**config.mk**
```make
export PLATFORM = sky130hd
export DESIGN_NAME = page_unshifter
export DESIGN_NICKNAME = d
export VERILOG_FILES = /design/src/rtl/page_unshifter_pkg.sv /design/src/rtl/page_buffer.sv /design/src/rtl/page_unshifter.sv
export SDC_FILE = /design/constraint.sdc
export NUM_CORES = 2
export LEC_CHECK = 0
export CELL_PAD_IN_SITES_DETAIL_PLACEMENT = 1
export CELL_PAD_IN_SITES_GLOBAL_PLACEMENT = 1
export CORE_ASPECT_RATIO = 1.2
export CORE_MARGIN = 2
export CORE_UTILIZATION = 50
export CTS_CLUSTER_DIAMETER = 50
export DETAILED_ROUTE_END_ITERATION = 7
export PLACE_DENSITY_LB_ADDON = 0.1
export SLEW_MARGIN = 20
export SYNTH_ARGS = -nofsm -noshare
export SYNTH_HDL_FRONTEND = slang
export SYNTH_SLANG_ARGS = --single-unit
```
**constraint.sdc**
```tcl
create_clock -name clk -period 5.6 [get_ports clk]
set_input_delay 0.84 -clock clk [delete_from_list [all_inputs] [get_ports clk]]
set_output_delay 0.84 -clock clk [all_outputs]
set_load 0.05 [all_outputs]
```
**src/rtl/page_unshifter_pkg.sv**
```systemverilog
// Shared definitions for the rho un-rotation path: page geometry, the 5x5
// rotation table and the controller state encoding.
package page_unshifter_pkg;

    localparam int LEN_DATA  = 25;
    localparam int SIZE_PAGE = 64;

    // RHO[x][y]: rotation applied by the forward shifter to lane (x,y)
    localparam int RHO [5][5] = '{
        '{ 0, 36,  3, 41, 18},
        '{ 1, 44, 10, 45,  2},
        '{62,  6, 43, 15, 61},
        '{28, 55, 25, 21, 56},
        '{27, 20, 39,  8, 14}
    };

    typedef enum logic [1:0] {
        ST_IDLE = 2'd0,
        ST_LOAD = 2'd1,
        ST_EMIT = 2'd2,
        ST_FIN  = 2'd3
    } state_t;

    // Lane l sits at bit 5*y+x of a slice; lanes outside the 5x5 grid get no rotation.
    function automatic int rho_of_lane(input int lane);
        if (lane < 0 || lane >= 25) begin
            return 0;
        end
        return RHO[lane % 5][lane / 5];
    endfunction

endpackage

```
**src/rtl/page_buffer.sv**
```systemverilog
// One page of slices: written a whole slice at a time, read back one bit per
// lane where every lane may address a different slice.
module page_buffer
    import page_unshifter_pkg::*;
#(
    parameter int LEN_DATA  = page_unshifter_pkg::LEN_DATA,
    parameter int SIZE_PAGE = page_unshifter_pkg::SIZE_PAGE,
    localparam int ZW       = $clog2(SIZE_PAGE)
) (
    input  logic                         clk,
    input  logic                         we,
    input  logic [ZW-1:0]                waddr,
    input  logic [LEN_DATA-1:0]          wdata,
    input  logic [LEN_DATA-1:0][ZW-1:0]  raddr,
    output logic [LEN_DATA-1:0]          rbits
);

    logic [LEN_DATA-1:0] mem [SIZE_PAGE];

    // Storage is deliberately not reset; a page is always fully rewritten before it is read.
    always_ff @(posedge clk) begin
        if (we) begin
            mem[waddr] <= wdata;
        end
    end

    always_comb begin
        rbits = '0;
        for (int l = 0; l < LEN_DATA; l++) begin
            rbits[l] = mem[raddr[l]][l];
        end
    end

endmodule

```
**src/rtl/page_unshifter.sv**
```systemverilog
// Inverse rho rotation: buffers a page of rotated slices, then replays it with
// each lane rotated back so output slice z carries stored bit (z + r) mod SIZE_PAGE.
//
//   state   | meaning
//   --------+-----------------------------------------------------------
//   IDLE    | waiting for start; all other inputs ignored
//   LOAD    | in_ready high, slices written to buffer in order z
//   EMIT    | out_valid high, restored slices replayed in order z
//   FIN     | done pulse after the final page, then back to IDLE
module page_unshifter
    import page_unshifter_pkg::*;
#(
    parameter int LEN_DATA  = page_unshifter_pkg::LEN_DATA,
    parameter int SIZE_PAGE = page_unshifter_pkg::SIZE_PAGE
) (
    input  logic                clk,
    input  logic                rst,
    input  logic                start,
    input  logic                in_valid,
    input  logic [LEN_DATA-1:0] data_in,
    input  logic                page_last,
    output logic                in_ready,
    output logic                out_valid,
    output logic [LEN_DATA-1:0] data_out,
    output logic                one_done,
    output logic                done
);

    localparam int ZW = $clog2(SIZE_PAGE);
    localparam logic [ZW-1:0] Z_LAST = ZW'(SIZE_PAGE - 1);

    state_t                       state_q, state_d;
    logic [ZW-1:0]                z_q, z_d;
    logic                         last_q, last_d;
    logic                         we;
    logic [ZW-1:0]                base;
    logic [LEN_DATA-1:0][ZW-1:0]  raddr;
    logic [LEN_DATA-1:0]          rbits;
    logic [LEN_DATA-1:0]          slice;
    logic [LEN_DATA-1:0]          data_d;
    logic                         ready_d, valid_d, one_done_d, done_d;

    page_buffer #(
        .LEN_DATA  (LEN_DATA),
        .SIZE_PAGE (SIZE_PAGE)
    ) u_buf (
        .clk   (clk),
        .we    (we),
        .waddr (z_q),
        .wdata (data_in),
        .raddr (raddr),
        .rbits (rbits)
    );

    always_ff @(posedge clk or negedge rst) begin
        if (!rst) begin
            state_q <= ST_IDLE;
        end else begin
            state_q <= state_d;
        end
    end

    // Outputs are registered, so the slice presented next cycle is computed now:
    // slice 0 on the final load transfer, otherwise the slice after the current one.
    always_comb begin
        state_d    = state_q;
        z_d        = z_q;
        last_d     = last_q;
        we         = 1'b0;
        base       = z_q + ZW'(1);
        ready_d    = 1'b0;
        valid_d    = 1'b0;
        one_done_d = 1'b0;
        done_d     = 1'b0;
        unique case (state_q)
            ST_IDLE: begin
                if (start) begin
                    state_d = ST_LOAD;
                    z_d     = '0;
                    last_d  = 1'b0;
                    ready_d = 1'b1;
                end
            end
            ST_LOAD: begin
                ready_d = 1'b1;
                if (in_valid) begin
                    we  = 1'b1;
                    z_d = z_q + ZW'(1);
                    if (z_q == Z_LAST) begin
                        state_d = ST_EMIT;
                        last_d  = page_last;
                        ready_d = 1'b0;
                        valid_d = 1'b1;
                        base    = '0;
                    end
                end
            end
            ST_EMIT: begin
                z_d = z_q + ZW'(1);
                if (z_q == Z_LAST) begin
                    state_d = last_q ? ST_FIN : ST_LOAD;
                    ready_d = !last_q;
                    done_d  = last_q;
                end else begin
                    valid_d    = 1'b1;
                    one_done_d = (z_q == Z_LAST - ZW'(1));
                end
            end
            ST_FIN: begin
                state_d = ST_IDLE;
            end
            default: begin
                state_d = ST_IDLE;
            end
        endcase
    end

    // The slice being written this cycle is not in the buffer yet, so forward it.
    always_comb begin
        raddr = '0;
        slice = '0;
        for (int l = 0; l < LEN_DATA; l++) begin
            raddr[l] = base + ZW'(rho_of_lane(l) % SIZE_PAGE);
            slice[l] = (we && raddr[l] == z_q) ? data_in[l] : rbits[l];
        end
        data_d = valid_d ? slice : '0;
    end

    always_ff @(posedge clk or negedge rst) begin
        if (!rst) begin
            z_q       <= '0;
            last_q    <= 1'b0;
            in_ready  <= 1'b0;
            out_valid <= 1'b0;
            one_done  <= 1'b0;
            done      <= 1'b0;
            data_out  <= '0;
        end else begin
            z_q       <= z_d;
            last_q    <= last_d;
            in_ready  <= ready_d;
            out_valid <= valid_d;
            one_done  <= one_done_d;
            done      <= done_d;
            data_out  <= data_d;
        end
    end

endmodule

```
Yosys cells after proc, flatten, opt, wreduce, memory -nomap -nowiden:

Memories as Yosys holds them, arrays and structs flattened.
Cells that the tools add are included.

* add/subtract/negate cells: 25
* eq/ne operators: 34
* muxes and demuxes: 58
* reductions and logical operators: 32

Operator list (number)
* 6-bit == test: 25
* 6-bit adder, second input constant: 10
* 1-bit 2-to-1 mux: 42
* 6-bit by 5-bit adder with 6-bit output, second input constant: 6
* 6-bit 2-to-1 mux: 5
* 1-bit logical AND: 25
* 25-bit 2-to-1 mux: 1
* 6-bit by 4-bit adder with 6-bit output, second input constant: 4
* 6-bit one-hot mux with 3 select lines: 1
* 6-bit by 1-bit adder with 6-bit output, second input constant: 2
* 6-bit by 2-bit adder with 6-bit output, second input constant: 2
* 6-bit == test, second input constant: 2
* 2-bit 2-to-1 mux: 5
* 2-bit inequality test, second input constant: 4
* 2-bit one-hot mux with 4 select lines: 1
* 4-bit AND reduction: 2
* 6-bit by 3-bit adder with 6-bit output, second input constant: 1
* 2-bit == test, second input constant: 2
* 1-bit one-hot mux with 2 select lines: 2
* 1-bit one-hot mux with 3 select lines: 1
* 3-bit AND reduction: 1
* 3-bit nonzero test: 1
* 2-bit by 1-bit == test with 1-bit output, second input constant: 1
* 2-bit zero test: 1
* 2 further kinds: 2

* bits in registers: 38
* memory bits (writable): 1600
* input bits: 30
* output and inout port bits: 29
* logic and storage cells: 158
* memories kept: 1

Memories
* u_buf.mem: words 64, width 25, rd ports 25, clocked after memory_dff 0, write ports 1, line page_buffer.sv:18 `logic [LEN_DATA-1:0] mem [SIZE_PAGE];`

Longest topological paths before layout:

* depth after elaboration: 9
* mapped depth: 24
* gate-level depth less buffers: 15

Cells and area by module:

Synthesis repeated with hierarchy kept, for this count alone.

* cells, all modules: 3209
* area, all modules: 66025.8 um^2

Modules (own cells, without submodules)
* page_buffer: times used 1, cells each 2811, area an instance 62742.7 um^2, seq. area each 48046.1 um^2
* page_unshifter: times used 1, cells each 398, area an instance 3283.1 um^2, seq. area each 950.9 um^2

Worst setup path after synthesis:

Ideal clock, no wire load.

* path type: register to register
* start point: register z_q[0]
* end point: register data_out[18]
* library setup time: 0.078 ns
* data arrival time: 4.540 ns
* required time: 5.522 ns
* path slack: 0.982 ns
* stages on the path, launching flop included: 19
* path buffers: 7
* clock period less this slack: 4.618 ns
* cells stage by stage: dfrtp_1 -> clkbuf_1 -> inv_1 -> ha_1 -> inv_2 -> clkbuf_1 -> clkbuf_1 -> clkbuf_1 -> ha_1 -> clkbuf_1 -> xnor2_1 -> buf_2 -> buf_2 -> nand2_1 -> a311oi_1 -> a31oi_1 -> mux4_2 -> or2_0 -> a21oi_1

* longest elaborated chain between the ends: 9
* elaborated cells on any way between the ends: 15
* those cells by class: add/sub (2); eq/ne (2); mux (9); reduce/logical (1); memory (1)

RTL lines
* start, declared: line page_unshifter.sv:33 `logic [ZW-1:0] z_q, z_d;`
* start signal, assigned: line page_unshifter.sv:139 `z_q <= z_d;`
* parallel branches: the longest is 8 deep, another holds memory 64 x 25 bit
* 25-bit 2-to-1 mux (*): line page_unshifter.sv:126 `data_d = valid_d ? slice : '0;`
* net data_d[18]: line page_unshifter.sv:40 `logic [LEN_DATA-1:0] data_d;`
* end signal, assigned: line page_unshifter.sv:145 `data_out <= data_d;`
* end, declared: line page_unshifter.sv:24 `output logic [LEN_DATA-1:0] data_out,`

Mark *: on every way through the listed nets, which the timed path passes.
A chain may end at the register's enable or synchronous reset.

Worst setup path in the final report:

* start point: register z_q[1]
* end point: register data_out[14]

* longest elaborated chain between the ends: 9
* elaborated cells on any way between the ends: 15
* those cells by class: add/sub (2); eq/ne (2); mux (9); reduce/logical (1); memory (1)

RTL lines (line)
* parallel branches: the longest is 8 deep, another holds memory 64 x 25 bit
* 25-bit 2-to-1 mux (*): page_unshifter.sv:126
* net data_d[14]: page_unshifter.sv:40

Marked as above.

==> reports/summary.md <==
The fraction of the cycle the final worst path needs is 89.4%, and the total of max-cap violations is 0. The number of clock buffers inserted by TritonCTS is 164, and the gate count after technology mapping is 3958. In this run the remaining antenna-violating nets after routing total 0. Number of warnings reported in the yosys synthesis log: 0. STA puts the critical path data required time at 6.31 ns. The hold buffer count at cts was 1; the number of rows in the core area was 145. Across the whole layout, storage elements account for 0.0490 mm^2.

The run gives 0.135 mm^2 as the floorplan die area. The wire-length estimate of the detail-placed layout is 135000 um. For this run, design rule violations remaining after detail routing come to 0. The leftover overflow at the end of global routing is 0. Clock-pin slew was measured on the worst setup and hold paths at 0.06 ns. The root buffer cell chosen for the clock tree is sky130_fd_sc_hd__clkbuf_16. In the layout the commonest cells are sky130_fd_sc_hd__edfxtp_1, sky130_fd_sc_hd__nand2_1, sky130_fd_sc_hd__mux4_2.

Entering global routing, the biggest net connects 139 pins. The critical path contains buffers and inverters numbering 3 combined. The cell family with the largest share of critical-path delay was XOR/XNOR gates.

The run gives 5 as the total iterations of the first detailed-routing run. Traced cell by cell, the critical path runs through buf_4, ha_1, buf_4, nand3_1, xnor2_4, buf_4, nand3_1, xnor2_1, xnor2_1, nand3b_1, nor2_1, a211oi_1. By instance count, the cell type seen most on the critical path is sky130_fd_sc_hd__buf_4. The combined area of the multi-input logic cells is 0.0162 mm^2, and the power per standard cell area is 528 mW/mm^2. Leaving out fill and tap cells, the most frequent cell in the layout is sky130_fd_sc_hd__edfxtp_1. Derived from the worst setup path, the maximum achievable clock frequency is 200 MHz.

Setup repair after global routing left no endpoint under its margin. The net count reported at finish was 4179; the arrival time reported for the critical path endpoint was 5.72 ns. Of the synthesized area, sequential elements account for 74.4%. For the final routed wirelength across all metal layers, the log shows 224000 um. The run gives 59 as the number of I/O pins. Adding up every negative setup slack in the final design gives 0 ns. The clock reaches the later pin of the worst-skew pair after 0.81 ns. The floorplan step defined a core boundary enclosing 0.130 mm^2. The tools report the category of the worst setup path capture point as a register.

Setup violations remaining at the end of the flow were counted as 0. The number of antenna violations at the first check in global routing was 3; the global-route wire length before repair was 313000 um. Summed over its instances, the top area cell type makes up 72.9% of the synthesized netlist area.

Yosys attributes the largest share of cell area to sky130_fd_sc_hd__edfxtp_1, sky130_fd_sc_hd__mux4_2, sky130_fd_sc_hd__nand2_1. The max-slew violation total from the final report was 0. After clock tree synthesis, the setup repair step added 0 buffers.

The average instance in the mapped netlist occupies 16.6 um^2. The worst setup path is of the reg2reg kind. Subtracting the final worst setup slack from the clock period gives 5.00 ns.

The chip width is 335 um, and the highest ir drop seen on vdd is 464 uV. For the post-synthesis net count, the log shows 3996. STA classifies the critical path startpoint as a register. Counting flops and latches in the post-synthesis netlist gives 1638. The number of gates given a new drive strength after cts was 0. Using the TritonRoute via totals, the vias-per-cell ratio works out to 6.63. The maximum fanout along the worst path works out to 27. In this run the number of H-tree levels came out at 4. After synthesis, the share of flip-flops with an asynchronous set or reset is 2.32%.

The final number of hold-violating endpoints is 0, and the total number of vias is 39600. The synthesized design contains 1600 enable-type register cells. The buffer levels on the longest clock path came out at 3.

Largest area contributor in the synthesized netlist: sky130_fd_sc_hd__edfxtp_1. The tools report the count of different cell masters after synthesis as 83. TritonCTS built the clock tree. After detailed routing, the average wire length per cell comes to 37.5 um. The run finished with clean final reports.

The die height works out to 402 um. In this run the worst hold path is classified as in2async. Relative to the synthesized area, the layout overhead comes to 14.3%. For the all-layer global routing usage, the log shows 33.5%. The layout has 11600 filler cells. For the final database, setup skew stands at 0.0345 ns. The total of buffers placed on input and output ports is 58. The leakage power summed over all cells is 0.0248 uW. The flip-flop cell with the highest count after synthesis was sky130_fd_sc_hd__edfxtp_1. For the number of DRC violations after detailed-routing iteration 0, the log shows 4921. Standard cell with the maximum stage delay on the critical path: sky130_fd_sc_hd__xnor2_4.

The tools report the final weighted congestion of routability-driven global placement as 0.894. Summing internal, switching and leakage power gives 39700 uW. Cells with a size suffix above 1 make up 18.4% of the layout. Headroom to the max-slew limit came out at 21.0%. The tools report the initial core utilization as 50.5%. The largest single stage delay on the critical path is 0.86 ns.

The tools report the via count of the first global-routing pass as 40500. The clock drives 1638 sinks. The area of the mapped netlist is 0.0659 mm^2, and the pin slew with the least headroom to its limit is 1.18 ns.
## cell type report
class	instances	area share, %
sequential	1638	65.1
clock buffer	219	6.01
multi-input combinational	2074	21.5
timing repair buffer	250	3.48
tap	1690	2.81
clock inverter	82	1.03
inverter	13	0.0781
antenna	1	0.00332
## kinds of logic (layout without fill, tap and decap cells)
logic type	Yosys count	count (layout)	share of synthesized area (%)
flip-flops	1638	1638	74.4
AND/OR/NAND/NOR	1170	1170	7.71
AO/OA/AOI/OAI	446	446	4.61
multiplexers	400	400	10.4
buffers and inverters	246	564	1.94
XOR/XNOR	49	49	0.826
adder cells (fa/ha/maj)	9	9	0.167
other	0	1	0
## final timing paths
path                               startpoint                endpoint  slack [ns]  cells past startpoint
max                        z_q[1]$_DFFE_PN0P_  data_out[14]$_DFF_PN0_        0.60                     12
min                                       rst   data_out[0]$_DFF_PN0_        0.43                      2
max reg2reg                z_q[1]$_DFFE_PN0P_  data_out[14]$_DFF_PN0_        0.60                     12
min reg2reg                last_q$_DFFE_PN0P_      last_q$_DFFE_PN0P_        0.55                      1
max in group asynchronous                 rst  data_out[12]$_DFF_PN0_        4.03                      3
min in group clk                   data_in[2]   data_out[2]$_DFF_PN0_        0.46                      3
## layer usage
layer  vias up  GRT usage [%]  wire [um]
li1      16000              -          -
met1     21100           44.0      85700
met2      1949           54.5     109000
met3       495           5.87      17200
met4         0           15.5      11400
met5         -              0          0
## power by group
part	internal [uW]	switching, uW
logic	5410	9560
clock network	6240	4750
registers	13600	138
total	25300	14400
## cells in the mapped netlist (5+ instances only)
master                         n
sky130_fd_sc_hd__a31oi_1      60
sky130_fd_sc_hd__buf_4        26
sky130_fd_sc_hd__a21oi_1     110
sky130_fd_sc_hd__mux2i_1     171
sky130_fd_sc_hd__o211ai_1      9
sky130_fd_sc_hd__ha_1          8
sky130_fd_sc_hd__a2111oi_0     7
sky130_fd_sc_hd__o22ai_1      15
sky130_fd_sc_hd__o21ai_0      72
sky130_fd_sc_hd__clkbuf_1    108
sky130_fd_sc_hd__buf_2        52
sky130_fd_sc_hd__and2_1        5
sky130_fd_sc_hd__a221o_1       5
sky130_fd_sc_hd__a32o_1        5
sky130_fd_sc_hd__a211oi_1     11
sky130_fd_sc_hd__a21o_1        6
sky130_fd_sc_hd__nand4_1      37
sky130_fd_sc_hd__nand3_1     218
sky130_fd_sc_hd__a32oi_1      37
sky130_fd_sc_hd__nand2_1     646
sky130_fd_sc_hd__o2111ai_1    10
sky130_fd_sc_hd__edfxtp_1   1600
sky130_fd_sc_hd__buf_1        24
sky130_fd_sc_hd__a22oi_1      10
sky130_fd_sc_hd__o31ai_1       5
sky130_fd_sc_hd__nor2b_1       7
sky130_fd_sc_hd__a221oi_1     17
sky130_fd_sc_hd__nand2b_1     10
sky130_fd_sc_hd__nor3_1       46
sky130_fd_sc_hd__buf_6        20
sky130_fd_sc_hd__and3_1       30
sky130_fd_sc_hd__nor4_1       14
sky130_fd_sc_hd__dfrtp_1      38
sky130_fd_sc_hd__mux4_2      225
sky130_fd_sc_hd__a311oi_1     22
sky130_fd_sc_hd__a22o_1        5
sky130_fd_sc_hd__a41oi_1       6
sky130_fd_sc_hd__or3_1         7
sky130_fd_sc_hd__inv_1         8
sky130_fd_sc_hd__xnor2_1      36
sky130_fd_sc_hd__nor2_1      132
## registers in the layout (all words and copies together) (netlist names)
signal and flops:
out_valid 1, data_out 25, z_q 6, state_q 2
done 1, u_buf.mem 1600, in_ready 1, last_q 1
one_done 1
## stage by stage
step | std cells | utilization, % | setup slack, ns | hold WS (ns) | cell area [um^2]
final | 5967 | 57.7 | 0.596 | 0.425 | 75300
after global routing | 5967 | 57.7 | 0.568 | 0.422 | 75300
after CTS | 5966 | 57.7 | 0.780 | 0.396 | 75300
after detailed placement | 5664 | 53.6 | 0.519 | 0.526 | 70000
after global placement | 5664 | 53.6 | 0.615 | 0.518 | 70000
after floorplan | 3958 | - | 0.982 | 0.487 | 65900
No activity file was read; power rests on OpenSTA's default activity.
